File: src/rtl/vga_timing_640_480_pkg.sv
// rtl/vga_timing_640_480_pkg.sv - shared 640x480@60 timing constants
// Purpose : one place for the H/V active, porch, sync and derived totals,
//           used by the timing stage and by the colour generator's
//           active-area bounds.
// Ports   : none (package).
package vga_timing_640_480_pkg;

  localparam int VGA_CLK_DIV  = 4;    // 100 MHz system clock -> 25 MHz pixels

  localparam int VGA_H_ACTIVE = 640;
  localparam int VGA_H_FP     = 16;
  localparam int VGA_H_SYNC   = 96;
  localparam int VGA_H_BP     = 48;

  localparam int VGA_V_ACTIVE = 480;
  localparam int VGA_V_FP     = 10;
  localparam int VGA_V_SYNC   = 2;
  localparam int VGA_V_BP     = 33;

  localparam int VGA_H_TOTAL  = VGA_H_ACTIVE + VGA_H_FP + VGA_H_SYNC + VGA_H_BP;  // 800
  localparam int VGA_V_TOTAL  = VGA_V_ACTIVE + VGA_V_FP + VGA_V_SYNC + VGA_V_BP;  // 525

  // Sync windows are [start, end): first pulse position, first position after it.
  localparam int VGA_H_SYNC_START = VGA_H_ACTIVE + VGA_H_FP;                  // 656
  localparam int VGA_H_SYNC_END   = VGA_H_SYNC_START + VGA_H_SYNC;            // 752
  localparam int VGA_V_SYNC_START = VGA_V_ACTIVE + VGA_V_FP;                  // 490
  localparam int VGA_V_SYNC_END   = VGA_V_SYNC_START + VGA_V_SYNC;            // 492

endpackage

File: src/rtl/vga_timing_640_480_counter.sv
// rtl/vga_timing_640_480_counter.sv - enabled wrap-at-MAX counter (counterN_en)
// Purpose : counts 0..MAX on each enabled clk, then returns to 0.
// Ports   : clk  - system clock
//           clr  - asynchronous active-high clear
//           en   - count enable
//           cnt  - current count
//           wrap - en && count at (or beyond) MAX; the count returns to 0 on this clk
module counterN_en #(
  parameter int               WIDTH = 10,
  parameter logic [WIDTH-1:0] MAX   = '1
) (
  input  logic             clk,
  input  logic             clr,
  input  logic             en,
  output logic [WIDTH-1:0] cnt,
  output logic             wrap
);

  // ">=" rather than "==" so an out-of-range count (upset) recovers on the next enable.
  logic at_last;
  assign at_last = (cnt >= MAX);
  assign wrap    = en && at_last;

  always_ff @(posedge clk or posedge clr) begin
    if (clr) begin
      cnt <= '0;
    end else if (en) begin
      cnt <= at_last ? '0 : cnt + WIDTH'(1);
    end
  end

endmodule

File: src/rtl/vga_timing_640_480.sv
// rtl/vga_timing_640_480.sv - 640x480@60 pixel enable, counters and sync decode
// Purpose : divides clk into a pixel enable, runs the horizontal/vertical
//           counters and decodes sync, active-area and pixel index.
// Ports   : clk         - system clock
//           i_sclr      - asynchronous active-high reset
//           o_px_clk    - one-clk pixel enable every CLK_DIV clks
//           o_hsync_en  - horizontal sync window
//           o_vsync_en  - vertical sync window
//           o_haddr_en  - horizontal active region
//           o_vaddr_en  - vertical active region
//           o_hidx      - active column, 0 outside active region
//           o_vidx      - active line, 0 outside active region
//           o_vga_hsync - HSYNC pin, active-low
//           o_vga_vsync - VSYNC pin, active-low
//           o_frame_end - pulse on the last pixel enable of a frame
module vga_timing_640_480
  import vga_timing_640_480_pkg::*;
#(
  parameter int CLK_DIV  = VGA_CLK_DIV,
  parameter int H_ACTIVE = VGA_H_ACTIVE,
  parameter int H_FP     = VGA_H_FP,
  parameter int H_SYNC   = VGA_H_SYNC,
  parameter int H_BP     = VGA_H_BP,
  parameter int V_ACTIVE = VGA_V_ACTIVE,
  parameter int V_FP     = VGA_V_FP,
  parameter int V_SYNC   = VGA_V_SYNC,
  parameter int V_BP     = VGA_V_BP
) (
  input  logic       clk,
  input  logic       i_sclr,
  output logic       o_px_clk,
  output logic       o_hsync_en,
  output logic       o_vsync_en,
  output logic       o_haddr_en,
  output logic       o_vaddr_en,
  output logic [9:0] o_hidx,
  output logic [8:0] o_vidx,
  output logic       o_vga_hsync,
  output logic       o_vga_vsync,
  output logic       o_frame_end
);

  localparam int H_TOTAL = H_ACTIVE + H_FP + H_SYNC + H_BP;
  localparam int V_TOTAL = V_ACTIVE + V_FP + V_SYNC + V_BP;
  localparam int DIV_W   = $clog2(CLK_DIV);

  localparam logic [DIV_W-1:0] DIV_LAST = DIV_W'(CLK_DIV - 1);
  localparam logic [9:0] H_LAST   = 10'(H_TOTAL - 1);
  localparam logic [9:0] H_ACT    = 10'(H_ACTIVE);
  localparam logic [9:0] HS_START = 10'(H_ACTIVE + H_FP);
  localparam logic [9:0] HS_END   = 10'(H_ACTIVE + H_FP + H_SYNC);
  localparam logic [9:0] V_LAST   = 10'(V_TOTAL - 1);
  localparam logic [9:0] V_ACT    = 10'(V_ACTIVE);
  localparam logic [9:0] VS_START = 10'(V_ACTIVE + V_FP);
  localparam logic [9:0] VS_END   = 10'(V_ACTIVE + V_FP + V_SYNC);

  logic [DIV_W-1:0] div_cnt;
  logic [9:0]       h_cnt;
  logic [9:0]       v_cnt;
  logic             px_en;
  logic             h_wrap;
  logic             v_wrap;

  // Free-running divider; its wrap flag is the pixel enable.
  counterN_en #(.WIDTH(DIV_W), .MAX(DIV_LAST)) u_div (
    .clk  (clk),
    .clr  (i_sclr),
    .en   (1'b1),
    .cnt  (div_cnt),
    .wrap (px_en)
  );

  counterN_en #(.WIDTH(10), .MAX(H_LAST)) u_h_cnt (
    .clk  (clk),
    .clr  (i_sclr),
    .en   (px_en),
    .cnt  (h_cnt),
    .wrap (h_wrap)
  );

  // Line counter steps on the pixel enable that ends a line; its wrap is
  // therefore the last pixel enable of the frame.
  counterN_en #(.WIDTH(10), .MAX(V_LAST)) u_v_cnt (
    .clk  (clk),
    .clr  (i_sclr),
    .en   (h_wrap),
    .cnt  (v_cnt),
    .wrap (v_wrap)
  );

  assign o_px_clk    = px_en;
  assign o_frame_end = v_wrap;

  assign o_haddr_en  = (h_cnt < H_ACT);
  assign o_vaddr_en  = (v_cnt < V_ACT);
  assign o_hsync_en  = (h_cnt >= HS_START) && (h_cnt < HS_END);
  assign o_vsync_en  = (v_cnt >= VS_START) && (v_cnt < VS_END);
  assign o_hidx      = o_haddr_en ? h_cnt : 10'd0;
  assign o_vidx      = o_vaddr_en ? v_cnt[8:0] : 9'd0;
  assign o_vga_hsync = ~o_hsync_en;
  assign o_vga_vsync = ~o_vsync_en;

endmodule

File: config.mk
export PLATFORM = sky130hd
export DESIGN_NAME = vga_timing_640_480
export DESIGN_NICKNAME = d
export VERILOG_FILES = /design/src/rtl/vga_timing_640_480_pkg.sv /design/src/rtl/vga_timing_640_480_counter.sv /design/src/rtl/vga_timing_640_480.sv
export SDC_FILE = /design/constraint.sdc
export NUM_CORES = 1
export LEC_CHECK = 0
export BUFFER_PORTS_ARGS = -buffer_cell sky130_fd_sc_hd__buf_2
export CAP_MARGIN = 10
export CORE_AREA = 2 2 52 54
export CTS_BUF_LIST = sky130_fd_sc_hd__clkbuf_4 sky130_fd_sc_hd__clkbuf_8 sky130_fd_sc_hd__clkbuf_16
export DETAILED_ROUTE_END_ITERATION = 16
export DIE_AREA = 0 0 54 56
export PLACE_DENSITY = 0.88
export SLEW_MARGIN = 10
export SYNTH_ARGS = -nofsm -noshare
export SYNTH_HDL_FRONTEND = slang
export SYNTH_SLANG_ARGS = --single-unit
File: constraint.sdc
create_clock -name clk -period 5.1 [get_ports clk]
set_input_delay 1.02 -clock clk [delete_from_list [all_inputs] [get_ports clk]]
set_output_delay 1.02 -clock clk [all_outputs]
set_load 0.01 [all_outputs]
### Word-level counts from Yosys, hierarchy flattened

Index checks and enable logic that the tools add are counted.

* flip-flop bits (word level): 22
* input bits: 2
* output and inout bits: 27
* logic and storage cells: 26

* add/sub/neg operators: 3
* magnitude comparators: 9
* multiplexer cells: 5
* bitwise logic cells: 2
* reductions and logical operators: 4

Operators with widths (count)
* $ge A10 B10 Y1 const B: 3
* $mux W10: 3
* $add A10 B1 Y10 const B: 2
* $lt A10 B10 Y1 const B: 2
* $lt A10 B9 Y1 const B: 2
* $ge A10 B9 Y1 const B: 1
* $mux W9: 1
* $logic_and A1 B1 Y1: 4
* $add A2 B1 Y2 const B: 1
* $ge A2 B2 Y1 const B: 1
* $mux W2: 1
* $not A1 Y1: 2

### Longest topological paths before layout

Gate-level depths: netlist of the first run.

* depth after elaboration: 3
* gate-level depth with buffers: 7
* gate-level depth less buffers: 5

### By module

Synthesis of the first run repeated with hierarchy kept, for this count alone.

* cells, all modules: 147
* area, all modules: 1380.1 um^2

By module, submodules not included
* counterN_en (u_v_cnt): times used 1, cells an instance 54, area an instance 555.5 um^2, seq. area each 250.2 um^2
* counterN_en (u_h_cnt): times used 1, cells an instance 53, area an instance 523.0 um^2, seq. area each 250.2 um^2
* vga_timing_640_480: times used 1, cells an instance 32, area an instance 201.4 um^2, seq. area each 0.0 um^2
* counterN_en (u_div): times used 1, cells an instance 8, area an instance 100.1 um^2, seq. area each 50.0 um^2

### Least setup slack after synthesis of the first run

No wires, ideal clock.

* path kind: register -> output
* start point: register u_v_cnt.cnt[4]
* end point: output o_frame_end
* arrival time: 1.549 ns
* required time: 4.080 ns
* slack: 2.531 ns
* stages on the path, launching flop included: 5
* path buffers: 1
* path through: dfrtp_1 > buf_6 > or4_4 > o31a_2 > and2_4

* longest elaborated chain between the ends: 2

RTL lines
* from (decl): RTL line vga_timing_640_480_counter.sv:15 `output logic [WIDTH-1:0] cnt,`
* from (signal assigned): RTL line vga_timing_640_480_counter.sv:28 `cnt <= at_last ? '0 : cnt + WIDTH'(1);`
* $ge A10 B10 Y1: RTL line vga_timing_640_480_counter.sv:21 `assign at_last = (cnt >= MAX);`
* $logic_and A1 B1 Y1: RTL line vga_timing_640_480_counter.sv:22 `assign wrap = en && at_last;`
* to (decl): RTL line vga_timing_640_480.sv:40 `output logic o_frame_end`

No other way between the ends.

### Final worst setup path of the first run

* start point: register u_div.cnt[0]
* end point: output o_frame_end

* longest elaborated chain between the ends: 3

RTL lines (RTL line)
* from (decl): vga_timing_640_480_counter.sv:15
* from (signal assigned): vga_timing_640_480_counter.sv:28
* $ge A2 B2 Y1: vga_timing_640_480_counter.sv:21
* $logic_and A1 B1 Y1 (2 in a row): vga_timing_640_480_counter.sv:22

No other way between the ends.

==> flow_summary.yaml, run 1 <==
floorplan:
  initial_utilization_pct: 57.0
  x_dimension_of_the_die_um: 54
  placement_rows: 18
  io_pins: 29
  die_height_um: 56
  die-area_mm2: 0.00302
  area_of_the_placeable_core_mm2: 0.00243
global_route:
  grt.overflow.total: 0
  wire_length_of_the_first_global_routing_pass_um: 5350
  pin_count_of_the_biggest_net_entering_global_routing: 24
  track_usage_pct: 23.3
  vias_in_the_first_global_route: 1135
  antenna_violations_before_repair: 0
cts:
  clock_latency_ns: 0.30
  cts_buffer_depth: 2
  postCtsSetupBuffers: 0
  post_cts_hold_buffer_count: 0
  path_clk_slew_ns: 0.13
  cts-htree-levels: 1
  tritoncts: "built"
  tritoncts_num_sinks: 22
  cts_made_buffers: 3
  cts_root_buffer: "sky130_fd_sc_hd__clkbuf_4"
  cts_resized: 0
timing:
  finalWorstPathRequiredPeriod_ns: 3.27
  maxSlewViolCount: 0
  max-slew-margin-rel_pct: 44.2
  report.final.hold_viol_count: 0
  timing.hold.ws_ns: 0.443
  final.period_utilization_pct: 64.1
  final.setup_skew_ns: 0.00999
  clock.fmax_ghz: 0.306
  fin_tns_setup_ns: 0
  rsz0062_at_grt: "false"
  tightest_slew_ns: 0.831
  final-setup-viol-count: 0
drt:
  drt_pre_antenna_iters: 4
  remaining_drc_errors: 0
  routed_wire_per_std_cell_um: 14.6
  first_iter_violations: 36
  wl_um: 3040
  routed-via-count: 1211
  detail_route.vias_per_cell: 5.82
  route.antenna.remaining_nets: 0
final_layout:
  finish.cell_count_without_fillers: 208
  stdcell_area_mm2: 0.00155
  multi_input_comb_area_um2: 759
  final_net_count: 187
  fraction_of_layout_instances_using_a_drive_strength_above_1_pct: 23.0
  seqCellArea_um2: 551
  n_antenna_cell: 0
  layout.filler_cells: 205
  area.growth.synth_to_final_pct: 11.8
power:
  net-switching-power_mw: 0.0554
  cellLeakagePower_nw: 0.741
  cell_internal_pwr_mw: 0.202
  power.sequential.fraction_pct: 67.7
  power.share.switching_pct: 21.5
  power.density_mw_per_mm2: 166
  clock_power_share_pct: 30.9
  power_frac_comb_pct: 1.4
  vdd.ir_drop.worst_mv: 0.146
placement:
  dp_hpwl_um: 2240
  buffer_ports.inserted: 28
  placed_cell_area_mm2: 0.00153
  gp_congestion: 0.902
  post-place-cells: 205
logic_synthesis:
  netlist-cell-type-count: 40
  synth_compound_gate_area_share_pct: 16.9
  synth_fa_ha_area_share_pct: 4.51
  async_reset_ff_share_pct: 100
  syn_avg_cell_area_um2: 9.01
  synth_enable_flop_cells: 0
  synth.yosys.warnings: 0
  synth.ff_latch_count: 22
  proportion_of_synthesized_chip_area_in_sequential_cells_pct: 39.7
  syn-num-nets: 161
  synth-xor-area-share_pct: 3.79
  netlist_instances: 154
  synth_top_family_by_area: "simple AND/OR/NAND/NOR gates"
  cell_area_after_synthesis_mm2: 0.00139
  post_synth_and_or_nand_nor_area_fraction_pct: 28.9
  post_synth_mux_area_share_pct: 0.721
  ys_dominant_reg_cell: "sky130_fd_sc_hd__dfrtp_1"
flow_run:
  drv_cap: 0
min_path:
  worst_hold_path_type: "reg -> reg"
  whs_path_depth: 1
  hp-start: "u_div.cnt[0]"
  hold_end: "u_div.cnt[0]"
critical_path:
  end_kind: "output port"
  cp.arrival_ns: 2.25
  worst_ep_required_time_ns: 4.08
  critical_path_startpoint_category: "register"
  timing.setup.critical_path_class: "reg -> out"
  reg2reg_slack_ns: 2.98
  critical_path_peak_fanout: 23
  worst_r2r_endpoint: "u_v_cnt.cnt[4]"
  worstRegToRegCells: 5
  crit-reg2reg-launch: "u_div.cnt[0]"
status:
  outcome: "finished clean"
-- layout make-up --
class	instances	area share [%]
tap	30	2.42
timing repair buffer	28	9.03
inverter	11	2.66
sequential	22	35.5
clock buffer	3	1.45
multi-input combinational	114	49.0
-- placed cells by master (no fill, tap or decap), drive strengths merged --
master / netlist / layout
a311oi: 1 / 1
o21ai: 10 / 10
o31ai: 3 / 3
a22o: 5 / 5
o31a: 1 / 1
a21oi: 2 / 2
nand3: 9 / 9
nor3: 9 / 9
nand4: 2 / 2
and4: 1 / 1
xor2: 4 / 4
dfrtp: 22 / 22
o2bb2ai: 1 / 1
and2: 14 / 14
o41ai: 1 / 1
and3: 4 / 4
buf: 3 / 28
nand4b: 1 / 1
mux2i: 1 / 1
ha: 5 / 5
nand2: 7 / 7
xnor2: 2 / 2
o22a: 2 / 2
nor2: 17 / 17
nor4: 1 / 1
or3: 3 / 3
clkbuf: 4 / 3
inv: 11 / 11
nand2b: 1 / 1
nor2b: 3 / 3
or4b: 1 / 1
or4: 1 / 1
a31oi: 2 / 2
-- flip-flops by register name (all words and copies together) (netlist names) --
register / count
u_h_cnt.cnt: 10
u_v_cnt.cnt: 10
u_div.cnt: 2
-- worst max path at each step --
stage	end	slack, ns	from	cells after the start
2_1_floorplan	o_frame_end	2.53	u_v_cnt.cnt[4]	4
3_3_place_gp	o_frame_end	2.32	u_div.cnt[0]	5
5_1_grt	o_frame_end	1.66	u_div.cnt[0]	5
4_1_cts	o_frame_end	1.86	u_div.cnt[0]	5
3_5_place_dp	o_frame_end	2.23	u_div.cnt[0]	5
6_report	o_frame_end	1.83	u_div.cnt[0]	5
-- logic make-up (layout without fill, tap and decap cells) --
kind of cell | count (synthesis) | in the layout
xor+xnor | 6 | 6
simple gates | 74 | 74
mux | 1 | 1
compound gates | 28 | 28
fa+ha+maj | 5 | 5
buf+inv | 18 | 42
flops | 22 | 22
-- cells in the mapped netlist, drive strengths merged, types with 2 or more instances --
cell type	number	area [um2]
dfrtp	22	551
nor2	17	63.8
and2	14	91.3
inv	11	41.3
o21ai	10	50.1
nand3	9	45.0
nor3	9	45.0
nand2	7	28.8
a22o	5	45.0
ha	5	62.6
and3	4	25.0
clkbuf	4	15.0
xor2	4	35.0
buf	3	21.3
nor2b	3	18.8
o31ai	3	36.3
or3	3	18.8
a21oi	2	10.0
a31oi	2	12.5
nand4	2	12.5
o22a	2	17.5
xnor2	2	17.5
-- power groups by stage --
stage	sequential [mW]	combinational (mW)	clock, mW
floorplan	0.178	0.00260	0
global placement	0.178	0.00389	0
detailed placement	0.178	0.00389	0
CTS	0.174	0.00390	0.0816
global route	0.174	0.00451	0.0892
finish	0.174	0.00362	0.0796
-- per-layer routing --
metal  vias to the layer above  GRT usage [%]  wire length, um
met5                         -              0                0
met1                       587           33.4             1390
met4                         0           5.71               31
met3                         4           3.23              111
li1                        590              -                -
met2                        30           36.6             1500
-- critical path, stage by stage, from the launching register on --
cell and delay [ns]:
sky130_fd_sc_hd__dfrtp_1 0.38, sky130_fd_sc_hd__ha_1 0.32, sky130_fd_sc_hd__nand4_1 0.32, sky130_fd_sc_hd__o2bb2ai_4 0.55
sky130_fd_sc_hd__and2_4 0.25, sky130_fd_sc_hd__buf_2 0.12
-- through the flow --
stage	util [%]	power (mW)	worst slack, ns
after global routing	63.8	0.268	1.66
final	63.8	0.258	1.83
after floorplan	-	0.180	2.53
after global placement	62.9	0.182	2.32
after CTS	63.8	0.260	1.86
after detailed placement	62.9	0.182	2.23
No activity file was read; power rests on OpenSTA's default activity.
==> inputs of run 2 (changes only) <==
--- a/config.mk
+++ b/config.mk
@@ -5,13 +5,14 @@
 export SDC_FILE = /design/constraint.sdc
 export NUM_CORES = 1
 export LEC_CHECK = 0
+export ABC_AREA = 1
 export BUFFER_PORTS_ARGS = -buffer_cell sky130_fd_sc_hd__buf_2
 export CAP_MARGIN = 10
-export CORE_AREA = 2 2 52 54
+export CORE_AREA = 2 2 58 60
 export CTS_BUF_LIST = sky130_fd_sc_hd__clkbuf_4 sky130_fd_sc_hd__clkbuf_8 sky130_fd_sc_hd__clkbuf_16
 export DETAILED_ROUTE_END_ITERATION = 16
-export DIE_AREA = 0 0 54 56
-export PLACE_DENSITY = 0.88
+export DIE_AREA = 0 0 60 62
+export PLACE_DENSITY = 0.79
 export SLEW_MARGIN = 10
 export SYNTH_ARGS = -nofsm -noshare
 export SYNTH_HDL_FRONTEND = slang
==> constraint.sdc (replaced) <==
create_clock -name clk -period 2.9 [get_ports clk]
set_input_delay 0.58 -clock clk [delete_from_list [all_inputs] [get_ports clk]]
set_output_delay 0.58 -clock clk [all_outputs]
set_load 0.01 [all_outputs]
==> run 2 against run 1 <==
Against the previous run: setup slack got worse by 1.3 ns; via count grew 15%; core utilization is 11 points lower; combinational power is 73% higher; total power rose by 85%; non-clock buffer count unchanged; worst hold slack worse by 0.030 ns; first-iteration DRC count increased to 2.6 times the previous value; synthesized cell count increased by 45%; sequential power up 76%; clock power is 100% higher; clock skew fell by 0.0071 ns; largest cell class unchanged.
==> flow_summary.yaml, run 2 <==
logic_synthesis:
  synth_compound_gate_area_share_pct: 2.98
  synth_fa_ha_area_share_pct: 4.26
  ys_dominant_reg_cell: "sky130_fd_sc_hd__dfrtp_1"
  netlist.top_cell.by_area: "sky130_fd_sc_hd__dfrtp_1"
  synth_enable_flop_cells: 0
  async_reset_ff_share_pct: 100
  synth-xor-area-share_pct: 1.79
  ys_top_cells_by_area: "sky130_fd_sc_hd__dfrtp_1 (37%), sky130_fd_sc_hd__nand2_1 (17%), sky130_fd_sc_hd__nor2_1 (10%)"
  post_synth_and_or_nand_nor_area_fraction_pct: 41.6
  post-synth-top-count-cell: "sky130_fd_sc_hd__nand2_1"
  netlist_instances: 223
  syn-num-nets: 230
  yosysTopAreaCellShare_pct: 37.4
  netlist-cell-type-count: 21
  synth.yosys.warnings: 0
  cell_area_after_synthesis_mm2: 0.00147
  synth_top_family_by_area: "simple AND/OR/NAND/NOR gates"
  yosys-top-cells-count: "sky130_fd_sc_hd__nand2_1 (67), sky130_fd_sc_hd__nor2_1 (41), sky130_fd_sc_hd__inv_1 (36)"
  syn_avg_cell_area_um2: 6.59
  post_synth_mux_area_share_pct: 0
  synth.ff_latch_count: 22
  proportion_of_synthesized_chip_area_in_sequential_cells_pct: 37.4
power:
  power.sequential.fraction_pct: 64.5
  power_frac_comb_pct: 1.3
  clock_power_share_pct: 34.2
  cellLeakagePower_nw: 0.931
  vdd.ir_drop.worst_mv: 0.140
  power.share.switching_pct: 19.3
  power.density_mw_per_mm2: 286
  net-switching-power_mw: 0.0917
  cell_internal_pwr_mw: 0.384
status:
  outcome: "finished clean"
placement:
  dp_hpwl_um: 2340
  buffer_ports.inserted: 28
  post-place-cells: 292
  gp_congestion: 0.882
timing:
  clock.fmax_ghz: 0.419
  finalWorstPathRequiredPeriod_ns: 2.39
  fin_tns_setup_ns: 0
  final.setup_skew_ns: 0.00287
  max-slew-margin-rel_pct: 46.0
  final.period_utilization_pct: 82.3
  tightest_slew_ns: 0.810
  final-setup-viol-count: 0
  rsz0062_at_grt: "false"
  maxSlewViolCount: 0
  report.final.hold_viol_count: 0
floorplan:
  io_pins: 29
  placement_rows: 21
  die_height_um: 62
  area_of_the_placeable_core_mm2: 0.00318
  x_dimension_of_the_die_um: 60
  initial_utilization_pct: 46.2
  die-area_mm2: 0.00372
critical_path:
  end_kind: "output port"
  worst_path_largest_cell_delay_ns: 0.36
  worstRegToRegCells: 5
  crit-reg2reg-launch: "u_div.cnt[0]"
  worstSetupStartpoint: "u_div.cnt[0]"
  cp.arrival_ns: 1.81
  path_depth: 6
  critical_path_startpoint_category: "register"
  worst_path_buffer_plus_inverter_count: 2
  worst_ep_required_time_ns: 2.32
  critical_path_peak_fanout: 15
  critical-path-slowest-cell: "sky130_fd_sc_hd__dfrtp_1"
  cpLargestDelayFamily: "simple AND/OR/NAND/NOR gates"
  crit_path_cell_trace: "ha_1 > nand3_1 > inv_1 > nand2_2 > nor2_1 > buf_2"
  timing.setup.critical_path_class: "reg -> out"
min_path:
  worst_hold_path_type: "in -> async"
global_route:
  antenna_violations_before_repair: 0
  track_usage_pct: 19.5
  grt.overflow.total: 0
  vias_in_the_first_global_route: 1276
  pin_count_of_the_biggest_net_entering_global_routing: 23
  wire_length_of_the_first_global_routing_pass_um: 5470
cts:
  tritoncts: "built"
  cts_buffer_depth: 2
  cts_root_buffer: "sky130_fd_sc_hd__clkbuf_4"
  tritoncts_num_sinks: 22
  post_cts_hold_buffer_count: 0
  cts_made_buffers: 3
  postCtsSetupBuffers: 0
  cts-htree-levels: 1
  path_clk_slew_ns: 0.11
  clock_latency_ns: 0.30
  cts_resized: 0
final_layout:
  final_net_count: 258
  n_antenna_cell: 0
  layout_commonest_cell: "sky130_fd_sc_hd__nand2_1"
  seqCellArea_um2: 551
  finish.cell_count_without_fillers: 296
  layout.filler_cells: 330
  layout_common_cells: "sky130_fd_sc_hd__nand2_1 (67), sky130_fd_sc_hd__nor2_1 (41), sky130_fd_sc_hd__inv_1 (36)"
  fraction_of_layout_instances_using_a_drive_strength_above_1_pct: 15.6
  multi_input_comb_area_um2: 744
  largest_registers: "u_h_cnt.cnt x10, u_v_cnt.cnt x10, u_div.cnt x2"
  area.growth.synth_to_final_pct: 13.2
flow_run:
  drv_cap: 0
drt:
  drt_pre_antenna_iters: 4
  route.antenna.remaining_nets: 0
  routed_wire_per_std_cell_um: 10.2
  first_iter_violations: 94
  wl_um: 3030
  detail_route.vias_per_cell: 4.70
  routed-via-count: 1392
  remaining_drc_errors: 0
[run 2: cell families after synthesis]
family,count (synthesis)
buf+inv,41
xor+xnor,3
compound gates,8
flops,22
fa+ha+maj,5
simple gates,144
[run 2: layout make-up]
type	instances	share of cell area (%)
clock buffers	4	2.18
inverters	36	8.12
multi-input cells	160	44.7
flip-flops and latches	22	33.1
well taps	46	3.46
repair buffers	28	8.42
[run 2: path summary, 6_finish.rpt]
| check | to | slack [ns] |
|---|---|---|
| worst min register to register | u_div.cnt[0] | 0.43 |
| worst min-delay path | u_v_cnt.cnt[0] | 0.41 |
| worst max register to register | u_v_cnt.cnt[9] | 1.34 |
| max in group asynchronous | u_h_cnt.cnt[6] | 1.98 |
| worst max-delay path | o_frame_end | 0.51 |
| min in group clk | u_div.cnt[0] | 0.43 |
[run 2: power groups by stage]
stage	registers, mW	logic [mW]	clock network (mW)
after global placement	0.313	0.00670	0
after CTS	0.307	0.00698	0.171
after global routing	0.307	0.00770	0.183
after floorplan	0.313	0.00458	0
after detailed placement	0.313	0.00682	0
final	0.307	0.00625	0.163
[run 2: routing by layer]
metal | part of all wire (%) | track usage, %
met4 | 1.2 | 6.35
met2 | 47 | 34.0
met1 | 48 | 25.6
met5 | 0 | 0
met3 | 4.0 | 1.86
[run 2: per-stage QoR]
step | hold slack [ns] | worst slack [ns] | total power, mW | util (%) | instance area (um2)
final | 0.413 | 0.513 | 0.475 | 52.3 | 1660
after global routing | 0.467 | 0.308 | 0.497 | 52.3 | 1660
after floorplan | 0.403 | 0.972 | 0.317 | - | 1470
after global placement | 0.411 | 0.877 | 0.319 | 51.2 | 1630
after CTS | 0.437 | 0.493 | 0.484 | 52.3 | 1660
after detailed placement | 0.420 | 0.848 | 0.319 | 51.2 | 1630
[run 2: worst reg2reg max path, delay by kind of cell, from the launching register on]
family | cells | cell delay (ns)
DFF | 1 | 0.36
and+or+nand+nor | 4 | 0.79
adders and majority gates | 1 | 0.36
